**src/rtl/rv32i_control_fsm.sv**
```systemverilog
// rv32i_control_fsm
// Multicycle sequencer for the RV32I datapath plus the boot-load path that
// streams loader words into the datapath flash write port.
//
// state        | meaning
// -------------+------------------------------------------------------------
// S_IDLE       | waiting for a load session (priority) or start
// S_LOAD       | accepting loader beats into flash until ld_req drops
// S_FETCH      | PC addresses memory; halt_req is honoured here only
// S_FETCH_LATCH| read data valid, latch IR and advance PC
// S_DECODE     | opcode valid from IR, branch on instruction class
// S_EXEC_R     | R-type writeback from ALU, retires
// S_MEM_ADDR   | data address from instr[31:20] drives memory
// S_LOAD_WB    | memory read data written to regfile, retires
// S_STORE      | memory write, retires
// S_TRAP       | unsupported opcode seen; only reset leaves
module rv32i_control_fsm #(
    parameter int WIDTH       = 32,
    parameter int FLASH_WORDS = 256
) (
    input  logic             i_clk,
    input  logic             i_rst,
    input  logic             i_start,
    input  logic             i_halt_req,
    input  logic [6:0]       i_opcode,
    input  logic             i_ld_req,
    input  logic             i_ld_valid,
    input  logic [WIDTH-1:0] i_ld_data,
    output logic             o_ld_ready,
    output logic             o_regfile_wren,
    output logic             o_ir_wren,
    output logic             o_pc_inc,
    output logic             o_mem_wren,
    output logic             o_regfile_load_from_mem,
    output logic             o_ram_raddr_31_20,
    output logic             o_flash_en,
    output logic [WIDTH-1:0] o_flash_addr,
    output logic [WIDTH-1:0] o_flash_data,
    output logic             o_busy,
    output logic             o_illegal_op,
    output logic [WIDTH-1:0] o_instret
);

    // One extra bit so the counter can hold FLASH_WORDS itself (session full).
    localparam int            CW   = $clog2(FLASH_WORDS) + 1;
    localparam logic [CW-1:0] FULL = CW'(FLASH_WORDS);

    localparam logic [6:0] OPC_OP    = 7'b0110011;
    localparam logic [6:0] OPC_LOAD  = 7'b0000011;
    localparam logic [6:0] OPC_STORE = 7'b0100011;

    typedef enum logic [3:0] {
        S_IDLE,
        S_LOAD,
        S_FETCH,
        S_FETCH_LATCH,
        S_DECODE,
        S_EXEC_R,
        S_MEM_ADDR,
        S_LOAD_WB,
        S_STORE,
        S_TRAP
    } state_t;

    state_t           r_state;
    state_t           w_next;
    logic [CW-1:0]    r_count;
    logic             r_flash_en;
    logic [WIDTH-1:0] r_flash_addr;
    logic [WIDTH-1:0] r_flash_data;
    logic [WIDTH-1:0] r_instret;
    logic             r_illegal_op;
    logic             w_accept;
    logic             w_retire;
    logic             w_illegal_dec;

    assign w_accept      = o_ld_ready && i_ld_valid;
    assign w_retire      = (r_state == S_EXEC_R) || (r_state == S_LOAD_WB) || (r_state == S_STORE);
    assign w_illegal_dec = (r_state == S_DECODE) && (w_next == S_TRAP);

    // State register.
    always_ff @(posedge i_clk or posedge i_rst) begin
        if (i_rst) begin
            r_state <= S_IDLE;
        end else begin
            r_state <= w_next;
        end
    end

    // Next-state decode.
    always_comb begin
        w_next = r_state;
        case (r_state)
            S_IDLE: begin
                if (i_ld_req) begin
                    w_next = S_LOAD;
                end else if (i_start) begin
                    w_next = S_FETCH;
                end
            end
            S_LOAD:        if (!i_ld_req) w_next = S_IDLE;
            S_FETCH:       w_next = i_halt_req ? S_IDLE : S_FETCH_LATCH;
            S_FETCH_LATCH: w_next = S_DECODE;
            S_DECODE: begin
                case (i_opcode)
                    OPC_OP:    w_next = S_EXEC_R;
                    OPC_LOAD:  w_next = S_MEM_ADDR;
                    OPC_STORE: w_next = S_STORE;
                    default:   w_next = S_TRAP;
                endcase
            end
            S_EXEC_R:      w_next = S_FETCH;
            S_MEM_ADDR:    w_next = S_LOAD_WB;
            S_LOAD_WB:     w_next = S_FETCH;
            S_STORE:       w_next = S_FETCH;
            S_TRAP:        w_next = S_TRAP;
            default:       w_next = S_IDLE;
        endcase
    end

    // Moore control outputs decoded from the state register.
    always_comb begin
        o_regfile_wren          = 1'b0;
        o_ir_wren               = 1'b0;
        o_pc_inc                = 1'b0;
        o_mem_wren              = 1'b0;
        o_regfile_load_from_mem = 1'b0;
        o_ram_raddr_31_20       = 1'b0;
        o_ld_ready              = 1'b0;
        o_busy                  = (r_state != S_IDLE) && (r_state != S_TRAP);
        case (r_state)
            S_LOAD:        o_ld_ready = (r_count < FULL);
            S_FETCH_LATCH: begin
                o_ir_wren = 1'b1;
                o_pc_inc  = 1'b1;
            end
            S_EXEC_R:      o_regfile_wren = 1'b1;
            S_MEM_ADDR:    o_ram_raddr_31_20 = 1'b1;
            S_LOAD_WB: begin
                o_ram_raddr_31_20       = 1'b1;
                o_regfile_load_from_mem = 1'b1;
                o_regfile_wren          = 1'b1;
            end
            S_STORE: begin
                o_ram_raddr_31_20 = 1'b1;
                o_mem_wren        = 1'b1;
            end
            default: ;
        endcase
    end

    // Loader beat capture; a beat offered as ld_req drops still lands, but
    // the session counter restarts from zero for the next session.
    always_ff @(posedge i_clk or posedge i_rst) begin
        if (i_rst) begin
            r_count      <= '0;
            r_flash_en   <= 1'b0;
            r_flash_addr <= '0;
            r_flash_data <= '0;
        end else begin
            r_flash_en <= w_accept;
            if (w_accept) begin
                r_flash_addr <= WIDTH'(r_count) << 2;
                r_flash_data <= i_ld_data;
            end
            if ((r_state == S_LOAD) && !i_ld_req) begin
                r_count <= '0;
            end else if (w_accept) begin
                r_count <= r_count + CW'(1);
            end
        end
    end

    // Retired-instruction counter and sticky illegal-opcode flag.
    always_ff @(posedge i_clk or posedge i_rst) begin
        if (i_rst) begin
            r_instret    <= '0;
            r_illegal_op <= 1'b0;
        end else begin
            if (w_retire) begin
                r_instret <= r_instret + WIDTH'(1);
            end
            if (w_illegal_dec) begin
                r_illegal_op <= 1'b1;
            end
        end
    end

    assign o_flash_en   = r_flash_en;
    assign o_flash_addr = r_flash_addr;
    assign o_flash_data = r_flash_data;
    assign o_instret    = r_instret;
    assign o_illegal_op = r_illegal_op;

endmodule

```
**config.mk**
```make
export PLATFORM = sky130hd
export DESIGN_NAME = rv32i_control_fsm
export DESIGN_NICKNAME = d
export VERILOG_FILES = /design/src/rtl/rv32i_control_fsm.sv
export SDC_FILE = /design/constraint.sdc
export NUM_CORES = 1
export LEC_CHECK = 0
export CORE_ASPECT_RATIO = 1.5
export CORE_MARGIN = 2
export CORE_UTILIZATION = 44
export CTS_CLUSTER_SIZE = 24
export DETAILED_ROUTE_END_ITERATION = 8
export GPL_TIMING_DRIVEN = 0
export PLACE_DENSITY_LB_ADDON = 0.25
export SYNTH_ARGS = -nofsm -noshare
export SYNTH_HDL_FRONTEND = slang
export SYNTH_SLANG_ARGS = --single-unit
```
**constraint.sdc**
```tcl
create_clock -name i_clk -period 3.1 [get_ports i_clk]
set_input_delay 0.465 -clock i_clk [delete_from_list [all_inputs] [get_ports i_clk]]
set_output_delay 0.465 -clock i_clk [all_outputs]
set_load 0.02 [all_outputs]
```
==> key figures, run 1 <==
CTS
  – # hold bufs at CTS: 0
  – CTS tree: done
  – Worst-Skew Late Latency: approximately 0.34 ns
  – Maximum root-to-sink buffer count: 2
  – H-Tree Depth: 3
  – Clock-pin slew on the worst setup and hold paths: ~0.06 ns
  – Total CTS buffers: 9
  – Root buf cell: clkbuf_16
  – CTS sink count: 88
  – Post-CTS Setup Bufs: 0
  – # resized after CTS: 0

Floorplanning
  – Initial Util: 45.2%
  – Die area: slightly below 10,000 sq um
  – Number of core rows: 42
  – Core area: roughly 8800 sq um
  – DIE WIDTH: just over 80 microns
  – Die Ht: around 120 microns
  – I/O pin cnt: 151

GRT
  – First-pass GRT wire length: 15.2 mm
  – Initial antenna violation count: 0
  – Total grt overflow: 0
  – Total GRT Usage: between 10% and 20%
  – Vias in the first global route: roughly 3,300
  – Largest net degree at the start of global routing: 72

Detailed routing
  – Iteration-0 DRC count of the detailed router: 127
  – Routed len/inst: about 13 microns
  – Final antenna-violating net count: 0
  – Drt drc: 0
  – Via/cell ratio: approximately 4.7
  – First-pass DRT Iterations: 4
  – Vias: 3,264
  – Drt total wl: around 9.3 mm

Worst setup path
  – Worst path cell trace: clkbuf_1, or4b_1, nor2_1, clkdlybuf4s50_1
  – Crit-path max cell delay: roughly 0.64 ns
  – CP Class: flip-flop to output port
  – Critical path fanouts, max: 10
  – CP required: approximately 2.6 ns
  – Worst Setup SP: r_state[3]
  – CP arrival: ~2.4 ns
  – FF-to-FF Start: r_state[3]
  – Startpoint Class: flip-flop
  – Endpoint type of the worst setup path: output port
  – CP max-delay cell: clkdlybuf4s50_1

Finish
  – Total Nets Final: 620
  – Fill count: about 700
  – Layout area overhead: 46.8%
  – Fraction of layout instances using a drive strength above 1: a little under a tenth
  – # diodes: 0

Power and ir drop
  – LEAKAGE: between 2 and 3 nW
  – VDD IR max: 0.380 mV
  – Total power draw: between 0.004 and 0.005 W
  – Pwr dens: approximately 790 nW/um^2

Place
  – Routability cong.: a little over 0.8
  – Port-buffer cells: ~130
  – DP Wirelength: between 6 and 7 mm

Logic synthesis
  – Post-Syn Area: between 3000 and 4000 sq um
  – Register bit total from synthesis: between 80 and 90
  – Ys async rst share: 100%
  – EDFF count, synth: 0
  – Largest cells by area after synthesis: dfrtp_1 55%, nand2_1 14%, xor2_1 4.6%, buf_4 4.5%, xnor2_1 4.4%
  – Ys Warns: 0
  – Post-synthesis sequential area ratio: 55.5%
  – Yosys top cell area share: between 50% and 60%
  – Synth Instances: between 400 and 500
  – Most frequent cell after synthesis: nand2_1
  – Top cells by count, synth: 145 x nand2_1, 88 x dfrtp_1, 30 x nor2_1
  – Post-synth cell types: between 40 and 50
  – Dominant synthesized flop cell: dfrtp_1
  – Syn avg cell area: between 9 and 10 sq um
  – Yosys top cell by area: dfrtp_1

Worst hold path
  – HP Class: input pin to async pin

Timing
  – RSZ-0062 raised after global routing: no
  – WHS: 0.422 ns
  – Max_slew headroom: 52.0%
  – Worst-margin pin slew: around 0.7 ns
  – Tmin final: roughly 2.8 ns
  – Total negative setup slack: 0 ns
  – F_max: approximately 360 MHz
  – Clock skew: 0.00594 ns
  – Slew Viols, Final: 0
  – Final setup vio count: 0
  – Final Cycle Share: 90.8%
  – Final-report hold violation count: 0

Job
  – Max-cap viol count: 0

Status
  – Status: complete, no violations
cell type report:
class | count | area, sq um | share of cell area (%)
Timing Repair Buffer | 128 | 1300 | 22.3
Multi-Input combinational cell | 303 | 1580 | 27.1
Buffer | 38 | 250 | 4.30
Clock inverter | 2 | 60.1 | 1.03
Clock buffer | 14 | 274 | 4.70
Inverter | 5 | 21.3 | 0.365
Sequential cell | 88 | 2200 | 37.8
Tap cell | 110 | 138 | 2.36
layout by cell type (no fill, tap or decap), drive strengths merged, types with 6 or more instances in the layout:
cell type      synthesis  routed
conb                   1      23
nor2                  30      30
xnor2                 20      20
clkdlybuf4s50          0     127
nand2                145     145
xor2                  21      21
buf                   32      33
nand3                  6       6
dfrtp                 88      88
nand4                 10      10
clkbuf                 6      20
power by group:
group          switching, W  internal, W
Combinational       0.00101     0.000809
Sequential         0.000187      0.00143
Clock              0.000417     0.000772
Total               0.00161      0.00301
path summary, 6_finish.rpt:
check / slack [ns] / depth (start not counted) / endpoint
hold / removal: 0.42 / 2 / o_instret[28]
max in group asynchronous: 2.06 / 3 / o_flash_data[23]
hold reg to reg: 0.46 / 1 / o_illegal_op
setup / recovery: 0.29 / 4 / o_ld_ready
setup reg to reg: 0.66 / 9 / o_flash_data[28]
min in group i_clk: 0.46 / 1 / o_illegal_op
flip-flops by register name (all words and copies together), names as in the netlist:
| name | flops |
|---|---|
| o_illegal_op | 1 |
| o_flash_addr | 9 |
| r_count | 9 |
| o_instret | 32 |
| o_flash_data | 32 |
| o_flash_en | 1 |
| r_state | 4 |
per-stage QoR:
stage          util (%)  setup WS, ns  area, sq um  instances
3_3_place_gp       62.2        -0.954         5460        671
4_1_cts            66.4         0.275         5820        688
2_1_floorplan         -         0.356         4050        434
5_1_grt            66.4         0.183         5820        688
3_5_place_dp       62.6         0.630         5490        672
6_report           66.4         0.286         5820        688
worst max-delay path: cells and delay by family, from the launching register on:
| family | cells | cell delay [ns] |
|---|---|---|
| buffers and inverters | 2 | 0.86 |
| DFF | 1 | 0.39 |
| and+or+nand+nor | 2 | 0.77 |
routing by layer:
metal / share of wire (%) / global-route usage, % / vias up
li1: - / - / 1602
met1: 39 / 23.3 / 1540
met2: 52 / 33.7 / 104
met3: 6.5 / 4.85 / 18
met4: 2.8 / 8.90 / 0
met5: 0 / 0 / -
cells by family after synthesis:
family / after synthesis / synth area share, %
flops: 88 / 55.5
mux: 1 / 0.284
compound gates: 14 / 2.77
fa+ha+maj: 2 / 0.630
other cells: 1 / 0.0945
simple gates: 222 / 24.9
buf+inv: 43 / 6.78
xor+xnor: 41 / 9.05
Note: power is estimated with default switching activity, not from simulation.
==> inputs of run 2 (changes only) <==
--- a/config.mk
+++ b/config.mk
@@ -12,6 +12,7 @@
 export DETAILED_ROUTE_END_ITERATION = 8
 export GPL_TIMING_DRIVEN = 0
 export PLACE_DENSITY_LB_ADDON = 0.25
+export SKIP_CTS_REPAIR_TIMING = 1
 export SYNTH_ARGS = -nofsm -noshare
 export SYNTH_HDL_FRONTEND = slang
 export SYNTH_SLANG_ARGS = --single-unit
==> results of run 2 <==
The final DEF is identical to that of run 1; final timing and power are the same.
